File: src/rtl/trap_ctrl_if.sv
// rtl/trap_ctrl_if.sv - writeback, CSR and redirect bundle for trap_ctrl (irq pins with TRAP_CTRL_IRQ_EN)
interface trap_ctrl_if #(
    parameter int XLEN = 32
);
    logic            wb_valid_i;
    logic [XLEN-1:0] wb_pc_i;
    logic            exc_ecall_i;
    logic            exc_illegal_i;
    logic            exc_mret_i;
    logic [XLEN-1:0] mtvec_i;
    logic [XLEN-1:0] mepc_i;
    logic            redirect_ready_i;
`ifdef TRAP_CTRL_IRQ_EN
    logic            irq_timer_i;
    logic            mstatus_mie_i;
`endif
    logic            csr_trap_o;
    logic            csr_mret_o;
    logic [XLEN-1:0] csr_mepc_o;
    logic [XLEN-1:0] csr_mcause_o;
    logic            stall_o;
    logic            redirect_valid_o;
    logic [XLEN-1:0] redirect_pc_o;
    logic [XLEN-1:0] trap_cnt_o;

    modport slave (
        input  wb_valid_i, wb_pc_i, exc_ecall_i, exc_illegal_i, exc_mret_i,
        input  mtvec_i, mepc_i, redirect_ready_i,
`ifdef TRAP_CTRL_IRQ_EN
        input  irq_timer_i, mstatus_mie_i,
`endif
        output csr_trap_o, csr_mret_o, csr_mepc_o, csr_mcause_o,
        output stall_o, redirect_valid_o, redirect_pc_o, trap_cnt_o
    );

    modport master (
        output wb_valid_i, wb_pc_i, exc_ecall_i, exc_illegal_i, exc_mret_i,
        output mtvec_i, mepc_i, redirect_ready_i,
`ifdef TRAP_CTRL_IRQ_EN
        output irq_timer_i, mstatus_mie_i,
`endif
        input  csr_trap_o, csr_mret_o, csr_mepc_o, csr_mcause_o,
        input  stall_o, redirect_valid_o, redirect_pc_o, trap_cnt_o
    );
endinterface

File: src/rtl/trap_ctrl.sv
// rtl/trap_ctrl.sv - trap/mret sequencer: CSR strobes then IFU redirect (timer irq with TRAP_CTRL_IRQ_EN)
module trap_ctrl #(
    parameter int XLEN        = 32,
    parameter int CAUSE_ECALL = 11,
    parameter int CAUSE_ILL   = 2
) (
    input  logic        clk_i,
    input  logic        rst_i,
    trap_ctrl_if.slave  bus
);
    typedef enum logic [1:0] {IDLE, SAVE, REDIR} state_t;

    state_t          state_q, state_nx;
    logic [XLEN-1:0] mepc_q, mcause_q, cnt_q;
    logic            is_mret_q;

    logic            ev_ill, ev_ecall, ev_mret, ev_irq, ev_trap;
    logic [XLEN-1:0] ev_mepc, ev_cause;

    assign ev_ill   = bus.wb_valid_i & bus.exc_illegal_i;
    assign ev_ecall = bus.wb_valid_i & bus.exc_ecall_i & ~bus.exc_illegal_i;
    assign ev_mret  = bus.wb_valid_i & bus.exc_mret_i & ~bus.exc_illegal_i & ~bus.exc_ecall_i;
`ifdef TRAP_CTRL_IRQ_EN
    assign ev_irq   = bus.wb_valid_i & bus.irq_timer_i & bus.mstatus_mie_i
                    & ~bus.exc_illegal_i & ~bus.exc_ecall_i & ~bus.exc_mret_i;
`else
    assign ev_irq   = 1'b0;
`endif
    assign ev_trap  = ev_ill | ev_ecall | ev_irq;

    // Interrupt resumes after the retiring instruction, exceptions re-point at it.
    always_comb begin
        ev_mepc  = bus.wb_pc_i;
        ev_cause = XLEN'(CAUSE_ECALL);
        if (ev_ill) begin
            ev_cause = XLEN'(CAUSE_ILL);
        end else if (ev_irq) begin
            ev_mepc  = bus.wb_pc_i + XLEN'(4);
            ev_cause = {1'b1, (XLEN-1)'(7)};
        end
    end

    always_ff @(posedge clk_i or posedge rst_i) begin
        if (rst_i) begin
            state_q   <= IDLE;
            mepc_q    <= '0;
            mcause_q  <= '0;
            cnt_q     <= '0;
            is_mret_q <= 1'b0;
        end else begin
            state_q <= state_nx;
            if (state_q == IDLE && (ev_trap || ev_mret)) begin
                is_mret_q <= ev_mret;
            end
            if (state_q == IDLE && ev_trap) begin
                mepc_q   <= ev_mepc;
                mcause_q <= ev_cause;
            end
            if (state_q == SAVE && !is_mret_q) begin
                cnt_q <= cnt_q + XLEN'(1);
            end
        end
    end

    always_comb begin
        state_nx             = state_q;
        bus.csr_trap_o       = 1'b0;
        bus.csr_mret_o       = 1'b0;
        bus.redirect_valid_o = 1'b0;
        bus.redirect_pc_o    = '0;
        unique case (state_q)
            IDLE: begin
                if (ev_trap || ev_mret) state_nx = SAVE;
            end
            SAVE: begin
                bus.csr_trap_o = ~is_mret_q;
                bus.csr_mret_o = is_mret_q;
                state_nx       = REDIR;
            end
            REDIR: begin
                // CSRs already reflect the SAVE-cycle update, so targets are taken live.
                bus.redirect_valid_o = 1'b1;
                bus.redirect_pc_o    = is_mret_q ? bus.mepc_i : (bus.mtvec_i & ~XLEN'(3));
                if (bus.redirect_ready_i) state_nx = IDLE;
            end
            default: state_nx = IDLE;
        endcase
    end

    assign bus.stall_o      = (state_q != IDLE);
    assign bus.csr_mepc_o   = mepc_q;
    assign bus.csr_mcause_o = mcause_q;
    assign bus.trap_cnt_o   = cnt_q;
endmodule
File: src/flat_wrapper.sv
// flat-port wrapper written by rule: the top's interface ports become plain ports
module trap_ctrl_flat 
#(
    parameter int XLEN        = 32,
    parameter int CAUSE_ECALL = 11,
    parameter int CAUSE_ILL   = 2
)
  (clk_i, rst_i, bus_wb_valid_i, bus_wb_pc_i, bus_exc_ecall_i, bus_exc_illegal_i, bus_exc_mret_i, bus_mtvec_i, bus_mepc_i, bus_redirect_ready_i, bus_csr_trap_o, bus_csr_mret_o, bus_csr_mepc_o, bus_csr_mcause_o, bus_stall_o, bus_redirect_valid_o, bus_redirect_pc_o, bus_trap_cnt_o);
  trap_ctrl_if #(.XLEN(XLEN)) bus_i ();
  input  logic clk_i;
  input  logic rst_i;
  input wire logic [$bits(bus_i.wb_valid_i)-1:0] bus_wb_valid_i;
  input wire logic [$bits(bus_i.wb_pc_i)-1:0] bus_wb_pc_i;
  input wire logic [$bits(bus_i.exc_ecall_i)-1:0] bus_exc_ecall_i;
  input wire logic [$bits(bus_i.exc_illegal_i)-1:0] bus_exc_illegal_i;
  input wire logic [$bits(bus_i.exc_mret_i)-1:0] bus_exc_mret_i;
  input wire logic [$bits(bus_i.mtvec_i)-1:0] bus_mtvec_i;
  input wire logic [$bits(bus_i.mepc_i)-1:0] bus_mepc_i;
  input wire logic [$bits(bus_i.redirect_ready_i)-1:0] bus_redirect_ready_i;
  output wire logic [$bits(bus_i.csr_trap_o)-1:0] bus_csr_trap_o;
  output wire logic [$bits(bus_i.csr_mret_o)-1:0] bus_csr_mret_o;
  output wire logic [$bits(bus_i.csr_mepc_o)-1:0] bus_csr_mepc_o;
  output wire logic [$bits(bus_i.csr_mcause_o)-1:0] bus_csr_mcause_o;
  output wire logic [$bits(bus_i.stall_o)-1:0] bus_stall_o;
  output wire logic [$bits(bus_i.redirect_valid_o)-1:0] bus_redirect_valid_o;
  output wire logic [$bits(bus_i.redirect_pc_o)-1:0] bus_redirect_pc_o;
  output wire logic [$bits(bus_i.trap_cnt_o)-1:0] bus_trap_cnt_o;
  assign bus_i.wb_valid_i = bus_wb_valid_i;
  assign bus_i.wb_pc_i = bus_wb_pc_i;
  assign bus_i.exc_ecall_i = bus_exc_ecall_i;
  assign bus_i.exc_illegal_i = bus_exc_illegal_i;
  assign bus_i.exc_mret_i = bus_exc_mret_i;
  assign bus_i.mtvec_i = bus_mtvec_i;
  assign bus_i.mepc_i = bus_mepc_i;
  assign bus_i.redirect_ready_i = bus_redirect_ready_i;
  assign bus_csr_trap_o = bus_i.csr_trap_o;
  assign bus_csr_mret_o = bus_i.csr_mret_o;
  assign bus_csr_mepc_o = bus_i.csr_mepc_o;
  assign bus_csr_mcause_o = bus_i.csr_mcause_o;
  assign bus_stall_o = bus_i.stall_o;
  assign bus_redirect_valid_o = bus_i.redirect_valid_o;
  assign bus_redirect_pc_o = bus_i.redirect_pc_o;
  assign bus_trap_cnt_o = bus_i.trap_cnt_o;
  trap_ctrl #(.XLEN(XLEN), .CAUSE_ECALL(CAUSE_ECALL), .CAUSE_ILL(CAUSE_ILL)) u_core (.clk_i(clk_i), .rst_i(rst_i), .bus(bus_i));
endmodule
File: config.mk
export PLATFORM = sky130hd
export DESIGN_NAME = trap_ctrl_flat
export DESIGN_NICKNAME = d
export VERILOG_FILES = /design/src/rtl/trap_ctrl_if.sv /design/src/rtl/trap_ctrl.sv /design/src/flat_wrapper.sv
export SDC_FILE = /design/constraint.sdc
export NUM_CORES = 1
export LEC_CHECK = 0
export BUFFER_PORTS_ARGS = -buffer_cell sky130_fd_sc_hd__buf_2
export CORE_MARGIN = 4
export CORE_UTILIZATION = 40
export CTS_CLUSTER_DIAMETER = 120
export DETAILED_ROUTE_END_ITERATION = 6
export GPL_TIMING_DRIVEN = 0
export PLACE_DENSITY = 0.77
export SLEW_MARGIN = 40
export SYNTH_ARGS = -nofsm -noshare
export SYNTH_HDL_FRONTEND = slang
export SYNTH_SLANG_ARGS = --single-unit
export TNS_END_PERCENT = 50
File: constraint.sdc
create_clock -name clk_i -period 5.7 [get_ports clk_i]
set_clock_uncertainty 0.2 [all_clocks]
set_input_delay 0.285 -clock clk_i [delete_from_list [all_inputs] [get_ports clk_i]]
set_output_delay 0.285 -clock clk_i [all_outputs]
set_load 0.005 [all_outputs]
==> flow_summary.yaml, run 1 <==
sta:
  timing.final.max_slew_violations: 0
  fin_tns_setup_ps: 0
  setup_violations: 0
  period_minus_slack_ps: 2330
  tightest_slew_ps: 762
  period_share_pct: 40.9
  fmax_ghz: 0.429
  hold_viol_final: 0
  slew_headroom_pct: 48.7
  rsz0062_at_grt: "false"
worst_setup_path:
  endpoint_kind: "flip-flop"
  cp.arrival_ps: 2350
  reg2reg_to: "u_core.bus.csr_mepc_o[27]$_DFFE_PP0P_"
  max_stage_delay_ps: 430
  cp.required_ps: 5720
  critPathMostFrequentCell: "buf_2"
  critPathBufInv: 2
  crit_path_cell_trace: "or2_2, nor2_1, o21a_1, buf_2, buf_2, mux2_2"
  start_kind: "flip-flop"
  critical_path_class: "reg -> reg"
  ff2ff_path_depth: 6
  path_delay_family: "simple AND/OR/NAND/NOR gates"
  r2r-start: "u_core.state_q[0]$_DFFE_PP0P_"
  rrSetupSlack_ps: 3370
  worstPathMaxFanout: 10
  critPathSlowestCell: "dfrtp_1"
cells_and_area:
  nNetsFinal: 702
  antennaDiodeCount: 0
  area_growth_syn_to_layout_pct: 52.6
  n_fill_cell: 732
  layoutNonFillerInstCount: 711
  drive_above_1_share_pct: 48.4
floorplanning:
  io_pins: 235
  coreArea_sq_um: 8680
  floorplan.rows: 34
  die-area_sq_um: 10400
  fp.dieW_um: 102
  start_util_pct: 40.8
  die_h_um: 102
min_path:
  hold_class: "in -> reg"
  min_path_cells: 2
  hold_path_end: "u_core.state_q[0]$_DFFE_PP0P_"
  min_from: "bus_exc_ecall_i"
synth:
  async_flop_share_pct: 100
  ys_types: 30
  synth_area_leader_cell: "dfrtp_1"
  yosysSeqAreaShare_pct: 48.7
  synth_edf_count: 0
  ys.warnings.count: 0
  syn_area_sq_um: 3540
  synth.most_common_cell: "dfrtp_1"
  synth.area.top_cells: "dfrtp_1, mux2_2, mux2i_1"
  syn_area_per_cell_sq_um: 11.1
  synthFlopType: "dfrtp_1"
  synth_top_area_share_pct: 48.7
  ys_top_cells_by_count: "dfrtp_1, nor2_1, mux2_2"
  ys_ff_latch: 69
  synthCells: 319
clocking:
  clock_path_buffers: 2
  clk_pin_slew_ps: 70
  clk_latency_ps: 350
  cts.sinks: 69
  cts_resized: 0
  root_buffer: "clkbuf_8"
  h-tree-depth: 3
  cts_tree: "built"
  cts-buffers-inserted: 9
pwr:
  p_per_area_nw_per_um2: 361
  p_leak_nw: 2.93
  vdd_drop_max_mv: 0.182
routing:
  drt-pass1-iter-count: 4
  vias: 3242
  wl_per_cell_um: 14.8
  ant_nets: 0
  wirelength_mm: 10.5
  drc: 0
  drt_iter0_drc: 77
  viasPerCell: 4.56
global_route:
  grt_pass1_wl_mm: 15.8
  grt_usage_pct: 19.8
  grt_max_degree: 36
  gr-total-overflow: 0
  antenna_found_initial: 0
  grt_pass1_vias: 3250
placed_design:
  port_buffers: 203
  finalWeightedCongestion: 0.848
  dp_hpwl_mm: 8.32
  dp.cells: 659
run:
  maxCapViolations: 0
outcome:
  outcome: "completed"
## worst max-delay path by stage
stage	startpoint	slack, ps	end	depth (start not counted)
2_1_floorplan	rst_i	3480	u_core.bus.csr_mcause_o[0]$_DFFE_PP0P_	1
3_3_place_gp	rst_i	2740	u_core.bus.csr_mepc_o[2]$_DFFE_PP0P_	2
3_5_place_dp	u_core.state_q[0]$_DFFE_PP0P_	3390	u_core.bus.csr_mepc_o[21]$_DFFE_PP0P_	6
4_1_cts	u_core.is_mret_q$_DFFE_PP0P_	3350	bus_redirect_pc_o[22]	5
5_1_grt	u_core.is_mret_q$_DFFE_PP0P_	3200	bus_redirect_pc_o[9]	5
6_report	u_core.state_q[0]$_DFFE_PP0P_	3370	u_core.bus.csr_mepc_o[27]$_DFFE_PP0P_	6
## cell type report
class                      instances  area (sq um)  share of cell area, %
tap                              108           135                   2.50
timing repair buffer             240          1400                   25.8
multi-input combinational        228          1610                   29.7
sequential                        69          1730                   31.9
inverter                           7          28.8                  0.532
clock inverter                     5          83.8                   1.55
clock buffer                      11           141                   2.61
buffer                            43           290                   5.37
## state kept, by name, indices dropped and copies added (netlist names)
signal                   cells
u_core.bus.csr_mcause_o      2
u_core.state_q               2
u_core.bus.trap_cnt_o       32
u_core.bus.csr_mepc_o       32
u_core.is_mret_q             1
## metal layers
layer  up-vias  global-route usage (%)  part of all wire, %
met2       147                    37.8                   54
met4         0                    8.98                  2.8
met1      1480                    20.3                   36
met3        23                    4.57                  7.8
met5         -                       0                    0
li1       1592                       -                    -
## power by group
group          total [W]  internal [W]  leakage (nW)  switching (W)
Clock           0.000440      0.000259         0.106       0.000180
Sequential      0.000728      0.000634         0.872      0.0000939
Combinational   0.000785      0.000424          1.95       0.000361
Total            0.00195       0.00132          2.93       0.000635
## metrics by stage
stage	setup slack (ps)	utilization, %	hold slack, ps	area, sq um	total power, W
floorplan	3480	-	171	3650	0.00116
global placement	2740	55.3	250	4800	0.00147
detailed placement	3390	55.6	137	4820	0.00151
finish	3370	62.3	25.4	5410	0.00195
CTS	3350	62.2	6.13	5400	0.00197
global route	3200	62.3	23.0	5410	0.00208
## worst reg2reg max path, stage by stage, from the launching register on
cell	delay [ps]
dfrtp_1	430
or2_2	330
nor2_1	250
o21a_1	170
buf_2	180
buf_2	280
mux2_2	380
## cell usage in the layout, fill, tap and decap left out, types with 10 or more instances in the layout
| cell | count |
|---|---|
| buf_4 | 31 |
| xnor2_1 | 18 |
| buf_2 | 207 |
| nand2_1 | 12 |
| mux2_2 | 33 |
| clkbuf_8 | 10 |
| dfrtp_1 | 69 |
| dlygate4sd3_1 | 36 |
| mux2i_1 | 30 |
| xor2_1 | 13 |
| conb_1 | 29 |
| nor2_1 | 40 |
## cell families (layout without fill, tap and decap cells)
logic type	after synthesis	count (layout)	share of synthesized area, %
simple gates	98	98	14.3
flops	69	69	48.7
mux	63	63	19.0
buf+inv	50	306	8.93
xor+xnor	31	31	7.66
compound gates	6	6	1.02
fa+ha+maj	1	1	0.353
other cells	1	29	0.106
## repair_timing
item	CTS	global route
hold endpoints to repair	69	1
setup buffers	0	0
setup endpoints to repair	0	0
hold buffers	35	1
No activity file was read; power rests on OpenSTA's default activity.
==> inputs of run 2 (changes only) <==
Clock period 5.7 ns to 2.37 ns, I/O delays scaled along.
==> run 2 against run 1 <==
Against the previous run: hold slack got worse by 22 ps; critical path type unchanged; non-clock buffer count rose by 2; sequential power grew 140%; clock-buffer cell count unchanged; sequential cell count unchanged; critical path depth stayed put; cell count increased by 0.28%; die area unchanged; via count barely moved.
==> flow_summary.yaml, run 2 (same netlist as run 1, synthesis figures left out) <==
sta:
  hold_viol_final: 0
  period_minus_slack_ps: 2280
  fmax_ghz: 0.439
  fin_tns_setup_ps: 0
  tightest_slew_ps: 754
  fin_hold_ws_ps: 2.97
  setup_violations: 0
  rsz0062_at_grt: "true"
  period_share_pct: 96.1
  slew_headroom_pct: 49.3
  timing.final.max_slew_violations: 0
min_path:
  min_from: "bus_wb_valid_i"
  hold_class: "in -> reg"
  min_path_cells: 5
run:
  maxCapViolations: 0
routing:
  drt_iter0_drc: 68
  vias: 3239
  wl_per_cell_um: 14.7
  wirelength_mm: 10.5
  drc: 0
  viasPerCell: 4.54
  ant_nets: 0
  drt-pass1-iter-count: 4
pwr:
  p_leak_nw: 2.94
  pwr-share-seq_pct: 37.1
  p_int_w: 0.00318
  p_switching_w: 0.00153
  combPwrFrac_pct: 40.4
  vdd_drop_max_mv: 0.440
  p_clk_share_pct: 22.4
  p_per_area_nw_per_um2: 868
  switching_share_pct: 32.4
clocking:
  root_buffer: "clkbuf_8"
  clk_latency_ps: 350
  h-tree-depth: 3
  clk_pin_slew_ps: 80
  cts.sinks: 69
  cts_tree: "built"
  clock_path_buffers: 2
  cts-buffers-inserted: 9
outcome:
  outcome: "completed"
worst_setup_path:
  endpoint_kind: "flip-flop"
  cp-startpoint: "u_core.is_mret_q$_DFFE_PP0P_"
  start_kind: "flip-flop"
  r2r-start: "u_core.is_mret_q$_DFFE_PP0P_"
  cp.arrival_ps: 2350
  cp.required_ps: 2440
  rrSetupSlack_ps: 90
  worstPathMaxFanout: 10
  reg2reg_to: "u_core.bus.trap_cnt_o[28]$_DFFE_PP0P_"
  ff2ff_path_depth: 6
  critical_path_class: "reg -> reg"
  critPathCapture: "u_core.bus.trap_cnt_o[28]$_DFFE_PP0P_"
floorplanning:
  die-area_sq_um: 10400
  fp.dieW_um: 102
  floorplan.rows: 34
  die_h_um: 102
  start_util_pct: 40.8
  io_pins: 235
  coreArea_sq_um: 8680
cells_and_area:
  final_common_cell: "buf_2"
  area_growth_syn_to_layout_pct: 53.2
  nNetsFinal: 704
  drive_above_1_share_pct: 48.4
  final_cell_area_sq_um: 5430
  final_cell_mix: "buf_2, dfrtp_1, nor2_1"
  antennaDiodeCount: 0
placed_design:
  finalWeightedCongestion: 0.848
  dp_hpwl_mm: 8.32
  postPlaceCellArea_sq_um: 4820
  port_buffers: 203
global_route:
  grt_pass1_wl_mm: 15.8
  grt_max_degree: 36
  gr-total-overflow: 0
  grt_pass1_vias: 3256
  antenna_found_initial: 0
  grt_usage_pct: 19.8
run 2: changes by cell type in the layout (fill, tap and decap cells not counted), sizes merged:
| cell | delta |
|---|---|
| dlygate4sd3 | +2 |
run 2: cell type report:
cell class,instances,area [sq um]
clock inverters,5,83.8
inverters,7,28.8
flip-flops and latches,69,1730
clock buffers,11,141
repair buffers,242,1420
well taps,108,135
multi-input cells,228,1610
plain buffers,43,290
fillers,724,3250
run 2: power by group through the flow:
stage | sequential (W) | clock (W) | combinational, W
3_3_place_gp | 0.00173 | 0 | 0.00181
4_1_cts | 0.00174 | 0.00109 | 0.00193
2_1_floorplan | 0.00177 | 0 | 0.00102
3_5_place_dp | 0.00176 | 0 | 0.00186
5_1_grt | 0.00179 | 0.00114 | 0.00210
6_report | 0.00175 | 0.00106 | 0.00190
run 2: per-stage QoR:
stage | total power, W | std cells | utilization (%) | setup WS [ps]
after floorplan | 0.00279 | 347 | - | 259
after detailed placement | 0.00363 | 659 | 55.6 | 58.2
after global routing | 0.00502 | 713 | 62.6 | -29.5
after CTS | 0.00476 | 713 | 62.6 | 42.5
final | 0.00471 | 713 | 62.6 | 92.8
after global placement | 0.00355 | 658 | 55.3 | -419
run 2: worst min path at each step:
stage	end	slack, ps
finish	u_core.is_mret_q$_DFFE_PP0P_	3
global route	u_core.is_mret_q$_DFFE_PP0P_	30
CTS	u_core.is_mret_q$_DFFE_PP0P_	0.6
detailed placement	u_core.bus.csr_mepc_o[11]$_DFFE_PP0P_	-30
global placement	u_core.state_q[1]$_DFFE_PP0P_	120
floorplan	u_core.bus.csr_mcause_o[0]$_DFFE_PP0P_	4
run 2: critical path, stage by stage, from the launching register on:
cell and delay (ps):
dfrtp_1 370, buf_6 140, nand4bb_4 270, or4_1 490
buf_4 190, nor4_1 370, xor2_1 170
run 2: what timing repair did:
item / 4_1_cts / 5_1_grt
endpoints found under the hold margin: 105 / 0
gates resized for setup: 0 / 1
hold buffers: 38 / 0
endpoints found under the setup margin: 0 / 30
setup buffers: 0 / 0
run 2: layer usage:
metal / vias to the layer above / wire (um) / track usage [%]
li1: 1594 / - / -
met2: 154 / 5630 / 37.6
met4: 0 / 295 / 8.88
met1: 1467 / 3720 / 20.5
met5: - / 0 / 0
met3: 24 / 854 / 4.64
